===== config.mk =====
export PLATFORM = sky130hd
export DESIGN_NAME = lc_config_loader
export DESIGN_NICKNAME = d
export VERILOG_FILES = /design/src/rtl/lc_cfg_pkg.sv /design/src/rtl/lc_cfg_shifter.sv /design/src/rtl/lc_config_loader.sv
export SDC_FILE = /design/constraint.sdc
export NUM_CORES = 1
export LEC_CHECK = 0
export ABC_AREA = 1
export BUFFER_PORTS_ARGS = -buffer_cell sky130_fd_sc_hd__clkbuf_2
export CAP_MARGIN = 30
export CELL_PAD_IN_SITES_DETAIL_PLACEMENT = 1
export CELL_PAD_IN_SITES_GLOBAL_PLACEMENT = 1
export CORE_MARGIN = 2
export CORE_UTILIZATION = 44
export CTS_BUF_LIST = sky130_fd_sc_hd__clkbuf_8 sky130_fd_sc_hd__clkbuf_16
export DETAILED_ROUTE_END_ITERATION = 8
export PLACE_DENSITY = 0.86
export SLEW_MARGIN = 30
export SYNTH_ARGS = -nofsm -noshare
export SYNTH_HDL_FRONTEND = slang
export SYNTH_SLANG_ARGS = --single-unit

===== constraint.sdc =====
create_clock -name QCK -period 7.4 [get_ports QCK]
set_clock_uncertainty 0.2 [all_clocks]
set_input_delay 0.74 -clock QCK [delete_from_list [all_inputs] [get_ports QCK]]
set_output_delay 0.74 -clock QCK [all_outputs]
set_load 0.01 [all_outputs]

===== src/rtl/lc_cfg_pkg.sv =====
// Shared definitions for the logic-cell configuration loader:
// frame opcodes, loader states, word widths and the frame parity helper.
package lc_cfg_pkg;

   localparam int LUT_W     = 16;
   localparam int CTRL_W    = 4;
   localparam int PAYLOAD_W = LUT_W + CTRL_W;

   typedef enum logic [1:0] {
      OP_NOP   = 2'b00,
      OP_WRITE = 2'b01,
      OP_READ  = 2'b10,
      OP_CLEAR = 2'b11
   } op_e;

   typedef enum logic [2:0] {
      HDR,
      PAYLOAD,
      COMMIT,
      READOUT,
      CLEAR
   } state_e;

   // Even-parity bit over a header (given as its XOR) followed by a data word.
   function automatic logic calc_parity(input logic hdr_par, input logic [PAYLOAD_W-1:0] data);
      return hdr_par ^ (^data);
   endfunction

endpackage


===== src/rtl/lc_cfg_shifter.sv =====
// MSB-first shift register with bit counter and running parity; used both to
// deserialise incoming frames and to serialise readback words.
module lc_cfg_shifter #(
   parameter int W     = 21,
   parameter int CNT_W = 5
) (
   input  logic             clk,
   input  logic             rst_n,
   input  logic             clear,
   input  logic             load,
   input  logic [W-1:0]     load_data,
   input  logic             restart,
   input  logic             shift,
   input  logic             shift_in,
   output logic [W-1:0]     data,
   output logic [CNT_W-1:0] count,
   output logic             parity
);

   // restart empties the word for the next field but keeps the frame parity
   always_ff @(posedge clk or negedge rst_n) begin
      if (!rst_n) begin
         data   <= '0;
         count  <= '0;
         parity <= 1'b0;
      end else if (clear) begin
         data   <= '0;
         count  <= '0;
         parity <= 1'b0;
      end else if (load) begin
         data   <= load_data;
         count  <= '0;
         parity <= 1'b0;
      end else if (restart) begin
         data   <= '0;
         count  <= '0;
         parity <= parity ^ shift_in;
      end else if (shift) begin
         data   <= {data[W-2:0], shift_in};
         count  <= count + 1'b1;
         parity <= parity ^ shift_in;
      end
   end

endmodule


===== src/rtl/lc_config_loader.sv =====
// Serial configuration port for the logic-cell array: decodes framed bitstreams,
// holds every cell's LUT and control word, and serves serial readback.
module lc_config_loader
   import lc_cfg_pkg::*;
#(
   parameter int NUM_CELLS = 16,
   parameter int ADDR_W    = 4
) (
   input  logic                          QCK,
   input  logic                          QRT_N,
   input  logic                          SDI,
   input  logic                          SDI_VALID,
   output logic                          SDI_READY,
   input  logic                          ABORT,
   input  logic                          ERR_CLR,
   output logic                          SDO,
   output logic                          SDO_VALID,
   output logic                          BUSY,
   output logic                          ERR,
   output logic                          CFG_UPD,
   output logic [NUM_CELLS*LUT_W-1:0]    LFRAG_BITS,
   output logic [NUM_CELLS*CTRL_W-1:0]   CTRL_BITS
);

   localparam int HDR_W = 2 + ADDR_W;
   localparam int SH_W  = PAYLOAD_W + 1;
   localparam int CNT_W = $clog2(SH_W + 1);
   localparam logic [ADDR_W:0]   CELL_LIM  = (ADDR_W+1)'(NUM_CELLS);
   localparam logic [ADDR_W-1:0] LAST_CELL = ADDR_W'(NUM_CELLS - 1);

   state_e            state;
   logic [ADDR_W-1:0] addr_q;
   logic [ADDR_W-1:0] clr_idx;
   logic              err_q;
   logic [LUT_W-1:0]  lut_mem  [NUM_CELLS];
   logic [CTRL_W-1:0] ctrl_mem [NUM_CELLS];

   logic [SH_W-1:0]   sh_data;
   logic [SH_W-1:0]   sh_load_data;
   logic [CNT_W-1:0]  sh_count;
   logic              sh_parity, sh_clear, sh_load, sh_restart, sh_shift;

   logic              accept, hdr_last, pay_last, ro_last;
   logic              rd_ok, commit_ok, clr_done, err_set;
   logic [HDR_W-1:0]  hdr_word;
   op_e               hdr_op;
   logic [ADDR_W-1:0] hdr_addr;
   logic [LUT_W-1:0]  rd_lut;
   logic [CTRL_W-1:0] rd_ctrl;

   assign SDI_READY = (state == HDR) || (state == PAYLOAD);
   assign accept    = SDI_VALID && SDI_READY;

   // The header is decoded in the cycle its last bit arrives, before it is shifted in.
   assign hdr_word  = {sh_data[HDR_W-2:0], SDI};
   assign hdr_op    = op_e'(hdr_word[HDR_W-1 -: 2]);
   assign hdr_addr  = hdr_word[ADDR_W-1:0];
   assign hdr_last  = accept && (state == HDR) && (sh_count == CNT_W'(HDR_W - 1));
   assign pay_last  = accept && (state == PAYLOAD) && (sh_count == CNT_W'(PAYLOAD_W));
   assign ro_last   = (state == READOUT) && (sh_count == CNT_W'(PAYLOAD_W));
   assign rd_ok     = {1'b0, hdr_addr} < CELL_LIM;
   assign commit_ok = !ABORT && (state == COMMIT) && !sh_parity && ({1'b0, addr_q} < CELL_LIM);
   assign clr_done  = !ABORT && (state == CLEAR) && (clr_idx == LAST_CELL);
   assign err_set   = !ABORT && ((hdr_last && hdr_op == OP_READ && !rd_ok) ||
                                 (state == COMMIT && !commit_ok));

   always_comb begin
      rd_lut  = '0;
      rd_ctrl = '0;
      for (int i = 0; i < NUM_CELLS; i++) begin
         if (hdr_addr == ADDR_W'(i)) begin
            rd_lut  = lut_mem[i];
            rd_ctrl = ctrl_mem[i];
         end
      end
   end

   always_comb begin
      sh_clear     = ABORT || (state == COMMIT) || (state == CLEAR) || ro_last ||
                     (hdr_last && (hdr_op == OP_NOP || hdr_op == OP_CLEAR ||
                                   (hdr_op == OP_READ && !rd_ok)));
      sh_load      = hdr_last && (hdr_op == OP_READ) && rd_ok;
      sh_restart   = hdr_last && (hdr_op == OP_WRITE);
      sh_shift     = (accept && !hdr_last) || (state == READOUT);
      sh_load_data = {rd_lut, rd_ctrl, calc_parity(sh_parity ^ SDI, {rd_lut, rd_ctrl})};
   end

   lc_cfg_shifter #(
      .W     (SH_W),
      .CNT_W (CNT_W)
   ) u_shifter (
      .clk       (QCK),
      .rst_n     (QRT_N),
      .clear     (sh_clear),
      .load      (sh_load),
      .load_data (sh_load_data),
      .restart   (sh_restart),
      .shift     (sh_shift),
      .shift_in  (SDI),
      .data      (sh_data),
      .count     (sh_count),
      .parity    (sh_parity)
   );

   // Cell storage only changes in COMMIT or CLEAR, so the array never sees a half frame.
   always_ff @(posedge QCK or negedge QRT_N) begin
      if (!QRT_N) begin
         state   <= HDR;
         addr_q  <= '0;
         clr_idx <= '0;
         err_q   <= 1'b0;
         for (int i = 0; i < NUM_CELLS; i++) begin
            lut_mem[i]  <= '0;
            ctrl_mem[i] <= '0;
         end
      end else begin
         err_q <= err_set | (err_q & ~ERR_CLR);
         if (ABORT) begin
            state   <= HDR;
            clr_idx <= '0;
         end else begin
            case (state)
               HDR: begin
                  if (hdr_last) begin
                     addr_q  <= hdr_addr;
                     clr_idx <= '0;
                     case (hdr_op)
                        OP_WRITE: state <= PAYLOAD;
                        OP_READ:  state <= rd_ok ? READOUT : HDR;
                        OP_CLEAR: state <= CLEAR;
                        default:  state <= HDR;
                     endcase
                  end
               end
               PAYLOAD: begin
                  if (pay_last) state <= COMMIT;
               end
               COMMIT: begin
                  for (int i = 0; i < NUM_CELLS; i++) begin
                     if (commit_ok && addr_q == ADDR_W'(i)) begin
                        lut_mem[i]  <= sh_data[SH_W-1 -: LUT_W];
                        ctrl_mem[i] <= sh_data[CTRL_W:1];
                     end
                  end
                  state <= HDR;
               end
               READOUT: begin
                  if (ro_last) state <= HDR;
               end
               CLEAR: begin
                  for (int i = 0; i < NUM_CELLS; i++) begin
                     if (clr_idx == ADDR_W'(i)) begin
                        lut_mem[i]  <= '0;
                        ctrl_mem[i] <= '0;
                     end
                  end
                  if (clr_idx == LAST_CELL) state <= HDR;
                  else                      clr_idx <= clr_idx + 1'b1;
               end
               default: state <= HDR;
            endcase
         end
      end
   end

   assign SDO_VALID = (state == READOUT);
   assign SDO       = SDO_VALID & sh_data[SH_W-1];
   assign BUSY      = (state != HDR) || (sh_count != '0);
   assign ERR       = err_q;
   assign CFG_UPD   = commit_ok || clr_done;

   for (genvar g = 0; g < NUM_CELLS; g++) begin : g_cell_out
      assign LFRAG_BITS[g*LUT_W +: LUT_W]  = lut_mem[g];
      assign CTRL_BITS[g*CTRL_W +: CTRL_W] = ctrl_mem[g];
   end

endmodule


==> metrics.txt <==
# TYPE chip_impl_metric gauge
chip_impl_info{name="outcome",value="finished, final reports clean"} 1
chip_impl_metric{name="drt_drc_violations_left",unit=""} 0
chip_impl_metric{name="global_route.usage.total",unit=""} 0.367
chip_impl_metric{name="timing.final.crit_share",unit=""} 0.568
chip_impl_info{name="cell_occurring_most_often_along_the_worst_timing_path",value="sky130_fd_sc_hd__nand2_1"} 1
chip_impl_metric{name="cap_violations",unit=""} 0
chip_impl_metric{name="floorplan.rows",unit=""} 72
chip_impl_metric{name="worstPathMaxFanout",unit=""} 11
chip_impl_metric{name="grt_first_pass_wirelength",unit="um"} 113000
chip_impl_metric{name="reg2reg_slack",unit="ns"} 3.19
chip_impl_metric{name="layout_min_cycle_time",unit="ns"} 4.21
chip_impl_metric{name="drt_iter0_markers",unit=""} 1409
chip_impl_info{name="ys.flop_type",value="sky130_fd_sc_hd__dfrtp_1"} 1
chip_impl_metric{name="number_of_failing_hold_endpoints_at_the_final_stage",unit=""} 0
chip_impl_info{name="worstSetupEndpointType",value="flip-flop"} 1
chip_impl_metric{name="number_of_instances_on_the_worst_hold_path",unit=""} 2
chip_impl_metric{name="sequential_element_share_of_the_synthesized_area",unit=""} 0.522
chip_impl_metric{name="ctsHtreeMaxLevel",unit=""} 2
chip_impl_info{name="clock_tree.root_cell",value="sky130_fd_sc_hd__clkbuf_16"} 1
chip_impl_metric{name="async_reset_ff_frac",unit=""} 1.00
chip_impl_metric{name="switchingPower",unit="mW"} 1.11
chip_impl_metric{name="cts_inserted_buffers",unit=""} 40
chip_impl_metric{name="post_synth_instance_area",unit="sq um"} 17200
chip_impl_metric{name="pin_count",unit=""} 332
chip_impl_info{name="timing_worst_setup_path_type",value="flip-flop to flip-flop"} 1
chip_impl_metric{name="worst_skew_pair.late_latency",unit="ns"} 0.58
chip_impl_metric{name="synthesis.nets",unit=""} 2224
chip_impl_metric{name="preCtsSetupSlack",unit="ns"} 3.00
chip_impl_metric{name="drive_above_1_share",unit=""} 0.195
chip_impl_info{name="synth_top_cells_by_area",value="sky130_fd_sc_hd__dfrtp_1, sky130_fd_sc_hd__nand2_1, sky130_fd_sc_hd__o21ai_0, sky130_fd_sc_hd__nor2_1, sky130_fd_sc_hd__inv_1"} 1
chip_impl_metric{name="max_clock_freq",unit="GHz"} 0.238
chip_impl_metric{name="die_y",unit="um"} 202
chip_impl_metric{name="fin_worst_hold_slack",unit="ns"} 0.174
chip_impl_info{name="critical_path.startpoint_type",value="flip-flop"} 1
chip_impl_info{name="r2r-end",value="u_shifter.data[0]"} 1
chip_impl_metric{name="leakage",unit="nW"} 10.2
chip_impl_info{name="holdPathEnd",value="ERR"} 1
chip_impl_metric{name="area_growth_syn_to_layout",unit="%"} 20.6
chip_impl_metric{name="clockPowerShare",unit=""} 0.488
chip_impl_metric{name="synth_top_area_frac",unit=""} 0.522
chip_impl_metric{name="worst_vdd_ir",unit="mV"} 0.147
chip_impl_metric{name="multi_input_area",unit="sq um"} 7200
chip_impl_metric{name="chipWidth",unit="um"} 202
chip_impl_metric{name="internal_power",unit="mW"} 3.37
chip_impl_metric{name="timing.critical_path.slowest_cell_delay",unit="ns"} 0.67
chip_impl_metric{name="postCtsResizedCells",unit=""} 0
chip_impl_info{name="worst_hold_path_type",value="input port to flip-flop"} 1
chip_impl_metric{name="timing.setup.tns",unit="ns"} 0
chip_impl_info{name="rsz0062_at_grt",value="no"} 1
chip_impl_metric{name="post_layout_nonfiller_instances",unit=""} 3036
chip_impl_metric{name="yosys_register_bits",unit=""} 359
chip_impl_metric{name="comb_power_share",unit=""} 0.062
chip_impl_metric{name="final_worst_path_setup_slack",unit="ns"} 3.19
chip_impl_metric{name="postCtsSetupBuffers",unit=""} 0
chip_impl_metric{name="grt_pass1_vias",unit=""} 17987
chip_impl_metric{name="grt_antenna_before_repair",unit=""} 2
chip_impl_metric{name="synth_cells",unit=""} 2208
chip_impl_metric{name="fin_util",unit=""} 0.537
chip_impl_metric{name="ff_latch_area",unit="sq um"} 8980
chip_impl_metric{name="share_seq_of_total_power",unit=""} 0.450
chip_impl_info{name="synth_top_cell_by_area",value="sky130_fd_sc_hd__dfrtp_1"} 1
chip_impl_metric{name="antenna_cells_inserted",unit=""} 0
chip_impl_metric{name="crit_arrival",unit="ns"} 4.46
chip_impl_metric{name="synth-warning-count",unit=""} 0
chip_impl_metric{name="postRouteWirelength",unit="um"} 75400
chip_impl_metric{name="relative_max_transition_margin",unit=""} 0.321
chip_impl_metric{name="vias",unit=""} 17610
chip_impl_metric{name="place_congestion",unit=""} 0.923
chip_impl_metric{name="timing.critical_path.required",unit="ns"} 7.65
chip_impl_metric{name="timing_worst_slew_pin_value",unit="ns"} 1.02
chip_impl_metric{name="postRouteAntennaNets",unit=""} 0
chip_impl_metric{name="clk_pin_slew_worst_paths",unit="ns"} 0.06
chip_impl_metric{name="place.port_buffers",unit=""} 331
chip_impl_metric{name="wire_per_inst",unit="um"} 24.8
chip_impl_info{name="clock_tree_from_tritoncts",value="built"} 1
chip_impl_info{name="crit_slowest_cell",value="sky130_fd_sc_hd__nor2_1"} 1
chip_impl_metric{name="post_dr_vias_cell",unit=""} 5.80
chip_impl_metric{name="dpl.hpwl",unit="um"} 53300
chip_impl_metric{name="fillCellCount",unit=""} 4817
chip_impl_metric{name="number_of_slew_limit_violations_in_the_final_report",unit=""} 0
chip_impl_metric{name="grt_remaining_overflow",unit=""} 0
chip_impl_info{name="crit-reg2reg-launch",value="u_shifter.data[0]"} 1
chip_impl_metric{name="final_net_count",unit=""} 2504
chip_impl_metric{name="clock_tree.buffer_depth",unit=""} 3
chip_impl_metric{name="firstDrtPassIters",unit=""} 5
chip_impl_metric{name="floorplan.initialDensity",unit=""} 0.446
chip_impl_metric{name="coreArea",unit="sq um"} 38600
chip_impl_metric{name="synth-edff-count",unit=""} 0
chip_impl_metric{name="place.detailed.instances",unit=""} 2962
chip_impl_metric{name="yosys.cell_types.count",unit=""} 38
chip_impl_info{name="worstHoldStart",value="ERR_CLR"} 1
chip_impl_metric{name="r2r_cells",unit=""} 25
chip_impl_metric{name="grt_max_degree",unit=""} 166
chip_impl_metric{name="count_of_final_setup_violators",unit=""} 0
chip_impl_metric{name="cts.hold.buffers_added",unit=""} 1
chip_impl_metric{name="dieArea",unit="sq um"} 40700
chip_impl_metric{name="power_density_normalized_to_cell_area",unit="nW/um^2"} 216
chip_impl_metric{name="syn-mean-instance-area",unit="sq um"} 7.80
chip_impl_metric{name="swShare",unit=""} 0.248
chip_impl_metric{name="clock-sinks",unit=""} 359
cell type report:
class	count	share of cell area
repair buffers	364	0.0937
inverters	147	0.0266
flip-flops and latches	359	0.433
clock inverters	23	0.0136
multi-input cells	1576	0.347
well taps	518	0.0312
clock buffers	49	0.0553
sequential cells by signal, indices dropped and copies added (netlist names):
signal,flops
clr_idx,4
CTRL_BITS,64
LFRAG_BITS,256
state,3
u_shifter.data,21
ERR,1
u_shifter.parity,1
u_shifter.count,5
addr_q,4
cells by family (layout without fill, tap and decap cells):
kind of cell,Yosys count,in the layout,share of synthesized area
XOR/XNOR,4,4,0.00203
buffers and inverters,273,583,0.0628
AO/OA/AOI/OAI,451,451,0.136
adder cells (fa/ha/maj),10,10,0.00727
flip-flops,359,359,0.522
AND/OR/NAND/NOR,1111,1111,0.270
routing by layer:
layer  vias to the layer above  routed length, um  global-route usage
li1                       7745                  -                   -
met1                      8749              29300               0.466
met2                       891              35300               0.592
met3                       223               6410              0.0784
met4                         2               4390               0.193
met5                         -                 10                   0
cell usage in the layout, fill, tap and decap left out, types with 11 or more instances in the layout:
| master | n |
|---|---|
| sky130_fd_sc_hd__nand2_1 | 722 |
| sky130_fd_sc_hd__clkbuf_16 | 42 |
| sky130_fd_sc_hd__nand4_1 | 65 |
| sky130_fd_sc_hd__a21oi_1 | 60 |
| sky130_fd_sc_hd__clkinv_2 | 13 |
| sky130_fd_sc_hd__nand3_1 | 90 |
| sky130_fd_sc_hd__clkbuf_2 | 330 |
| sky130_fd_sc_hd__o31ai_1 | 21 |
| sky130_fd_sc_hd__nor2_1 | 160 |
| sky130_fd_sc_hd__dfrtp_1 | 359 |
| sky130_fd_sc_hd__nor3_1 | 11 |
| sky130_fd_sc_hd__inv_1 | 136 |
| sky130_fd_sc_hd__o21ai_0 | 353 |
| sky130_fd_sc_hd__buf_4 | 28 |
cell usage after synthesis, drive strengths merged, types with 5 or more instances:
cell,n
nand3,94
inv,145
nand2,733
nor3,15
nor2,175
dfrtp,359
ha,10
o31ai,21
clkbuf,100
a21oi,61
o32ai,5
o21ai,358
nand4,66
or2,25
buf,26
critical path: cells and delay by family (launching register included):
family,cells,cell delay [ns]
AO/OA/AOI/OAI,1,0.29
buffers and inverters,2,0.20
flip-flops,1,0.62
AND/OR/NAND/NOR,22,2.75
power groups by stage:
stage / registers, mW / clock network, mW / logic, mW
detailed placement: 2.05 / 0 / 0.271
global placement: 2.05 / 0 / 0.261
global route: 2.02 / 2.27 / 0.303
CTS: 2.01 / 2.19 / 0.274
floorplan: 2.05 / 0 / 0.137
finish: 2.02 / 2.18 / 0.276
worst max-delay path by stage:
| stage | start | end |
|---|---|---|
| 2_1_floorplan | SDI | u_shifter.data[0] |
| 3_5_place_dp | state[1] | u_shifter.data[20] |
| 3_3_place_gp | SDI | u_shifter.data[0] |
| 5_1_grt | state[1] | u_shifter.data[0] |
| 4_1_cts | state[1] | u_shifter.data[14] |
| 6_report | u_shifter.data[0] | u_shifter.data[0] |
per-stage QoR:
step                      instance area (sq um)  power, mW
final                                     20800       4.48
after global routing                      20800       4.59
after CTS                                 20700       4.48
after detailed placement                  19300       2.32
after global placement                    19200       2.31
after floorplan                           17200       2.19
(Power assumes the default switching activity.)
